File: src/rtl/dphy_pkg.sv
// Shared definitions for the D-PHY lane receiver.
//   dphy_state_t    : receiver FSM states
//   DPHY_SYNC_BYTE  : default HS leader/sync pattern (compared LSB-first)
//   DPHY_MAX_HUNT   : default number of sampled bits allowed while hunting
package dphy_pkg;

    typedef enum logic [1:0] {
        ST_IDLE    = 2'd0,
        ST_HUNT    = 2'd1,
        ST_RECV    = 2'd2,
        ST_WAIT_LP = 2'd3
    } dphy_state_t;

    localparam logic [7:0] DPHY_SYNC_BYTE = 8'hB8;
    localparam int         DPHY_MAX_HUNT  = 32;

endpackage

File: src/rtl/dphy_deser8.sv
// 8-bit LSB-first deserialiser: right-shifting register plus 3-bit bit counter.
//   clk, rst  : clock, synchronous active-high reset
//   shift_en  : shift bit_in into bit 7 this cycle
//   bit_in    : serial bit
//   clr       : restart; register cleared (holding only bit_in if shift_en), counter to 0
//   byte_out  : register contents including this cycle's bit, {bit_in, shreg[7:1]}
//   byte_done : this cycle's shift completes the 8th bit since the last clr
module dphy_deser8 (
    input  logic       clk,
    input  logic       rst,
    input  logic       shift_en,
    input  logic       bit_in,
    input  logic       clr,
    output logic [7:0] byte_out,
    output logic       byte_done
);

    logic [7:0] shreg;
    logic [2:0] cnt;

    assign byte_out  = {bit_in, shreg[7:1]};
    assign byte_done = shift_en && !clr && (cnt == 3'd7);

    always_ff @(posedge clk) begin
        if (rst) begin
            shreg <= 8'h00;
            cnt   <= 3'd0;
        end else if (clr) begin
            shreg <= shift_en ? {bit_in, 7'b0} : 8'h00;
            cnt   <= 3'd0;
        end else if (shift_en) begin
            shreg <= byte_out;
            cnt   <= cnt + 3'd1;
        end
    end

endmodule

File: src/rtl/dphy_lane_rx.sv
// D-PHY HS lane receiver: hunts for the sync byte, then assembles payload bytes.
//   clk, rst        : clock, synchronous active-high reset
//   hs_en           : lane in HS mode; a bit is sampled only when high
//   serial_data_in  : serial bit, LSB of each byte first
//   byte_data       : last assembled payload byte (held between bytes)
//   byte_valid      : one-cycle pulse, byte_data is new
//   sot             : one-cycle pulse, sync found
//   eot             : one-cycle pulse, HS burst ended while receiving
//   sync_err        : one-cycle pulse, hunt timeout
//   busy            : receiver not idle
module dphy_lane_rx
    import dphy_pkg::*;
#(
    parameter logic [7:0] SYNC_BYTE = DPHY_SYNC_BYTE,
    parameter int         MAX_HUNT  = DPHY_MAX_HUNT
) (
    input  logic       clk,
    input  logic       rst,
    input  logic       hs_en,
    input  logic       serial_data_in,
    output logic [7:0] byte_data,
    output logic       byte_valid,
    output logic       sot,
    output logic       eot,
    output logic       sync_err,
    output logic       busy
);

    localparam int              HUNT_W    = $clog2(MAX_HUNT + 1);
    localparam logic [HUNT_W-1:0] HUNT_LAST = HUNT_W'(MAX_HUNT - 1);

    dphy_state_t       state_q, state_d;
    logic [HUNT_W-1:0] hunt_cnt;
    logic              shift_en, clr, byte_done;
    logic [7:0]        assembled;
    logic              sot_d, eot_d, err_d, vld_d;
    logic [7:0]        data_d;

    dphy_deser8 u_deser (
        .clk       (clk),
        .rst       (rst),
        .shift_en  (shift_en),
        .bit_in    (serial_data_in),
        .clr       (clr),
        .byte_out  (assembled),
        .byte_done (byte_done)
    );

    always_comb begin
        state_d  = state_q;
        shift_en = 1'b0;
        clr      = 1'b0;
        sot_d    = 1'b0;
        eot_d    = 1'b0;
        err_d    = 1'b0;
        vld_d    = 1'b0;
        data_d   = byte_data;
        case (state_q)
            ST_IDLE: begin
                // The first HS bit is already captured as we leave IDLE.
                if (hs_en) begin
                    state_d  = ST_HUNT;
                    shift_en = 1'b1;
                    clr      = 1'b1;
                end
            end
            ST_HUNT: begin
                if (!hs_en) begin
                    state_d = ST_IDLE;
                end else begin
                    shift_en = 1'b1;
                    // A match wins over a timeout in the same cycle; the clr
                    // restarts the bit counter for the payload.
                    if (assembled == SYNC_BYTE) begin
                        clr     = 1'b1;
                        sot_d   = 1'b1;
                        state_d = ST_RECV;
                    end else if (hunt_cnt == HUNT_LAST) begin
                        err_d   = 1'b1;
                        state_d = ST_WAIT_LP;
                    end
                end
            end
            ST_RECV: begin
                if (!hs_en) begin
                    eot_d   = 1'b1;
                    state_d = ST_IDLE;
                end else begin
                    shift_en = 1'b1;
                    if (byte_done) begin
                        vld_d  = 1'b1;
                        data_d = assembled;
                    end
                end
            end
            ST_WAIT_LP: begin
                if (!hs_en) state_d = ST_IDLE;
            end
            default: state_d = ST_IDLE;
        endcase
    end

    always_ff @(posedge clk) begin
        if (rst) begin
            state_q    <= ST_IDLE;
            hunt_cnt   <= '0;
            byte_data  <= 8'h00;
            byte_valid <= 1'b0;
            sot        <= 1'b0;
            eot        <= 1'b0;
            sync_err   <= 1'b0;
            busy       <= 1'b0;
        end else begin
            state_q    <= state_d;
            byte_data  <= data_d;
            byte_valid <= vld_d;
            sot        <= sot_d;
            eot        <= eot_d;
            sync_err   <= err_d;
            busy       <= (state_d != ST_IDLE);
            // hunt_cnt counts bits sampled since leaving IDLE.
            if (state_q == ST_IDLE && hs_en)
                hunt_cnt <= HUNT_W'(1);
            else if (state_q == ST_HUNT && hs_en)
                hunt_cnt <= hunt_cnt + HUNT_W'(1);
        end
    end

endmodule

File: config.mk
export PLATFORM = sky130hd
export DESIGN_NAME = dphy_lane_rx
export DESIGN_NICKNAME = d
export VERILOG_FILES = /design/src/rtl/dphy_pkg.sv /design/src/rtl/dphy_deser8.sv /design/src/rtl/dphy_lane_rx.sv
export SDC_FILE = /design/constraint.sdc
export NUM_CORES = 1
export LEC_CHECK = 0
export BUFFER_PORTS_ARGS = -buffer_cell sky130_fd_sc_hd__buf_2
export CAP_MARGIN = 20
export CORE_MARGIN = 10
export CORE_UTILIZATION = 50
export CTS_BUF_LIST = sky130_fd_sc_hd__clkbuf_4 sky130_fd_sc_hd__clkbuf_8 sky130_fd_sc_hd__clkbuf_16
export DETAILED_ROUTE_END_ITERATION = 16
export PLACE_DENSITY = 0.72
export SYNTH_ARGS = -nofsm -noshare
export SYNTH_HDL_FRONTEND = slang
export SYNTH_SLANG_ARGS = --single-unit
File: constraint.sdc
create_clock -name clk -period 1.85 [get_ports clk]
set_input_delay 0.185 -clock clk [delete_from_list [all_inputs] [get_ports clk]]
set_output_delay 0.185 -clock clk [all_outputs]
set_load 0.05 [all_outputs]
# Yosys cells after proc, flatten, opt, wreduce, memory -nomap -nowiden

Index checks and enable logic that the tools add are counted.

Register bits: 32

Add/subtract/negate cells: 2
Equal/unequal tests: 6
Muxes and demuxes: 19
Bitwise operators: 3
Reduce and logical (&&, ||, !) cells: 18

Operators by type and width:

| kind                | count |
|---|---|
| $mux 8              | 3 |
| $mux 2              | 5 |
| $reduce_or 2->1     | 5 |
| $mux 1              | 9 |
| $eq 8x8->1 const B  | 1 |
| $add 6x1->6 const B | 1 |
| $eq 6x5->1 const B  | 1 |
| $pmux 2 s3          | 1 |
| $reduce_bool 2->1   | 3 |
| $reduce_or 3->1     | 2 |
| $eq 2x2->1 const B  | 2 |
| $logic_and 1x1->1   | 4 |
| $reduce_or 4->1     | 1 |
| $add 3x1->3 const B | 1 |
| $eq 3x3->1 const B  | 1 |
| $not 1->1           | 3 |
| $reduce_and 3->1    | 1 |
| $eq 2x1->1 const B  | 1 |
| $logic_not 2->1     | 1 |
| $pmux 1 s2          | 1 |
| $logic_not 1->1     | 1 |

# Longest topological paths before layout

Depth in word-level cells: 8
Gate-level depth with buffers: 6
Gate-level depth less buffers: 5

# By module

A second synthesis with hierarchy kept.

Cells, all modules: 131
Area, all modules: 1231.2 µm²

By module, submodules not included:

| module       | times used | cells each | area each (µm²) | sequential area each (µm²) |
|---|---|---|---|---|
| dphy_lane_rx | 1          | 93         | 830.8           | 420.4 |
| dphy_deser8  | 1          | 38         | 400.4           | 200.2 |

# Worst setup path before layout

No wires, ideal clock.

Kind: register to register
From: reg state_q[1]
To: reg hunt_cnt[5]
Arrival time: 1.227 ns
Data required time: 1.780 ns
Setup slack: 0.553 ns
Cell stages (with the launch flop): 5
Buffers on the path: 1
Cells stage by stage: dfxtp_1 -> buf_6 -> nand4b_4 -> or4_1 -> a21oi_1

Longest elaborated chain between the ends: 3

RTL lines:

| element                          | line                | RTL |
|---|---|---|
| from (decl)                      | dphy_lane_rx.sv:32  | `dphy_state_t state_q, state_d;` |
| from (signal assigned)           | dphy_lane_rx.sv:114 | `state_q <= state_d;` |
| $logic_not 2->1                  | dphy_lane_rx.sv:122 | `if (state_q == ST_IDLE && hs_en)` |
| $logic_and 1x1->1                | dphy_lane_rx.sv:122 |  |
| $reduce_or 2->1 (no source line) | -                   |  |
| to (signal assigned)             | dphy_lane_rx.sv:125 | `hunt_cnt <= hunt_cnt + HUNT_W'(1);` |
| to (decl)                        | dphy_lane_rx.sv:33  | `logic [HUNT_W-1:0] hunt_cnt;` |

Several ways; a longest one is shown, not always the timed one.
A chain may end at the register's enable or synchronous reset.

# Final worst setup path

From: reg state_q[0]
To: reg u_deser.shreg[4]

Longest elaborated chain between the ends: 4

RTL lines:

| element                                  | line               | RTL |
|---|---|---|
| $eq 2x1->1, or another cell as far along | dphy_lane_rx.sv:58 | `case (state_q)` |
| $reduce_or 3->1 (no source line)         | -                  |  |
| $mux 1                                   | -                  |  |
| $reduce_bool 2->1 (no source line)       | -                  |  |
| to (signal assigned)                     | dphy_deser8.sv:29  | `shreg <= shift_en ? {bit_in, 7'b0} : 8'h00;` |
| to (signal assigned)                     | dphy_deser8.sv:32  | `shreg <= byte_out;` |
| to (decl)                                | dphy_deser8.sv:18  | `logic [7:0] shreg;` |

Several ways; a longest one is shown, not always the timed one.

==> summary.md <==
| Metric | Value |
|---|---|
| Sequential fraction of the synthesis area | `0.482` |
| DRC | `0` |
| Max VDD drop | `about 540 uV` |
| Synth top cells by count | `31 x dfxtp_1, 23 x nand2_1, 15 x a21oi_1, 9 x nor2_1` |
| CP top delay family | `flip-flops` |
| Peak Freq | `659 MHz` |
| CTS Buf Count | `5` |
| Setup ws final | `roughly 330 ps` |
| CP peak stage delay | `approximately 580 ps` |
| Dpl hpwl | `around 1.8 mm` |
| Status | `complete, no violations` |
| Final wirelength | `~2.5 mm` |
| Met2 usage | `0.151` |
| Share of layout cells above drive strength 1 | `0.191` |
| H-tree Lvls | `2` |
| Full die area | `0.00500 sq mm` |
| Cells after DPL | `roughly 170` |
| Synth warn | `0` |
| Simple logic cell fraction of the synthesized area | `0.221` |
| DRT Pass-1 Iters | `4` |
| Area leader, netlist | `dfxtp_1` |
| Clock sink count | `31` |
| Synth Area in Adders | `0.0292` |
| Post-CTS Hold Fix Bufs | `0` |
| Worst-path maximum fanout | `12` |
| Clk buf depth | `2` |
| Starting Density | `0.520` |
| Synth unique cells | `34` |
| Most used DFF post-synth | `dfxtp_1` |
| CP cell instances | `and3b_1 > o41ai_1 > a311oi_1` |
| Worst EP arrival | `1760 ps` |
| GRT Max-Usage Layer | `met2` |
| Die Span X | `approximately 71 um` |
| 1st-iter DRT viols | `49` |
| Hold Crit Class | `in -> reg` |
| PostCTS Resize Cnt | `0` |
| Post-Syn Area | `0.00129 sq mm` |
| Routed WL per cell | `approximately 14 um` |
| Largest net degree at the start of global routing | `22` |
| P_leak | `around 0.57 nW` |
| Final max-slew violation count | `0` |
| I/O Buffers | `16` |
| Net Count, Synth | `143` |
| Final period demand of the worst path | `roughly 1500 ps` |
| Relative slew slack | `0.618` |
| Chip height | `just over 70 um` |
| GRT Residual Overflow | `0` |
| Total GRT Usage | `0.100` |
| Synthesis-stage register bit count | `31` |
| Ys async rst share | `0` |
| Buffers plus inverters on the worst setup path | `0` |
| RSZ-0062 raised after global routing | `no` |
| Layout net count | `roughly 160` |
| Vias/cell | `5.45` |
| Xor and xnor fraction of the mapped netlist area | `0.0204` |
| Layout area overhead | `11.2%` |
| Clock skew | `around 5.4 ps` |
| Final Hold Fails | `0` |
| Io pins | `17` |
| First-pass GRT wire length | `4.19 mm` |
| Layout Cells excl Fill | `~180` |
| CP max stage cell | `dfxtp_1` |
| Worst setup SP type | `flop` |
| Power per standard cell area | `roughly 840 mW/mm^2` |
| CTS tree | `done` |
| Setup Viol. Count Final | `0` |
| Routed Antenna Nets | `0` |
| Clock Latency Late Sink | `320 ps` |
| Fin Setup TNS | `0 ps` |
| Cell area after layout | `0.00143 sq mm` |
| Cell with the most instances after synthesis | `dfxtp_1` |
| Antenna Cells | `0` |
| Worst slack at placement | `around 340 ps` |
| GP Congestion | `a little under 0.8` |
| Post-CTS Setup Inserts | `0` |
| Antenna violations before repair | `0` |
| Met1 Use GR | `0.120` |
| Syn Area/Cell | `9.47 sq um` |
| Number of max-cap violations | `0` |
| Synth top area share | `0.482` |
| Tcrit/Tclk final | `0.820` |
| Synthesized instance count | `about 140` |
| Critical Path End Type | `flop` |
| Root Buffer | `clkbuf_4` |
| Final Core Density | `0.578` |
| CTS clk-pin slew, worst paths | `around 90 ps` |
| Largest family of logic cells by synthesized area | `simple AND/OR/NAND/NOR gates` |
| Ranking of synthesized cells by area | `dfxtp_1 48%, nand2_1 6.7%, a21oi_1 5.8%` |
| CP required | `around 2100 ps` |
| M3 GR Usage | `0.0432` |
| WS Path Type | `reg -> reg` |
| Placed cell areas | `between 0.001 and 0.0015 sq mm` |
| Multiplexer share of the synthesized area | `0.0311` |
| Worst-margin pin slew | `about 570 ps` |
| Site Rows | `18` |
| Via count | `approximately 1000` |
| Compound-cell area share of the yosys netlist | `0.169` |
| Vias in the first global route | `a little over 900` |
| Placeable Area | `~0.0025 sq mm` |
| EDFF count, synth | `0` |
cell families after synthesis:
group           Yosys count
compound gates           33
xor+xnor                  3
fa+ha+maj                 3
buf+inv                  12
flops                    31
mux                       4
simple gates             50
layer usage:
layer  vias to the layer above  wire, um
li1                        517         -
met1                       446      1190
met2                        22      1110
met3                         7       162
met4                         0        46
met5                         -         0
registers in the layout (all words and copies together), names as in the netlist:
register	count
state_q	2
busy	1
byte_data	8
sync_err	1
u_deser.cnt	3
eot	1
u_deser.shreg	7
byte_valid	1
sot	1
hunt_cnt	6
worst register-to-register path: cells and delay by family (launching register included):
kind            cells  cell delay [ps]
simple gates        1              400
compound gates      2              460
flops               1              580
cell type report:
| type | count | area (sq um) |
|---|---|---|
| well taps | 30 | 37.5 |
| flip-flops and latches | 31 | 621 |
| fillers | 233 | 1050 |
| repair buffers | 16 | 80.1 |
| clock buffers | 8 | 72.6 |
| multi-input cells | 93 | 606 |
| inverters | 4 | 15.0 |
where the power goes:
group	switching (mW)	internal [mW]
clock	0.221	0.238
combinational	0.0362	0.0187
sequential	0.00870	0.675
stage by stage:
step / power (mW) / hold slack, ps
floorplan: 0.742 / 321
global placement: 0.751 / 440
detailed placement: 0.754 / 446
CTS: 1.20 / 118
global route: 1.24 / 111
finish: 1.20 / 113
cells in the final DEF, fill, tap and decap left out, drive strengths merged, types with 2 or more instances in the layout:
cell type,count
or3,2
a21oi,15
inv,4
a311oi,3
nor4,3
o21ai,2
nand2b,2
xor2,3
mux2i,4
dfxtp,31
nor2,9
ha,3
a211oi,4
and3b,2
nand2,23
nand4b,4
clkbuf,8
a32oi,3
buf,16
path summary, 6_finish.rpt:
kind                        from               end  slack [ps]  cells past startpoint
hold / removal    serial_data_in      byte_data[7]         110                      3
setup / recovery      state_q[0]  u_deser.shreg[4]         330                      3
hold reg to reg     byte_data[7]      byte_data[7]         450                      2
setup reg to reg      state_q[0]  u_deser.shreg[4]         330                      3
(Power assumes the default switching activity.)
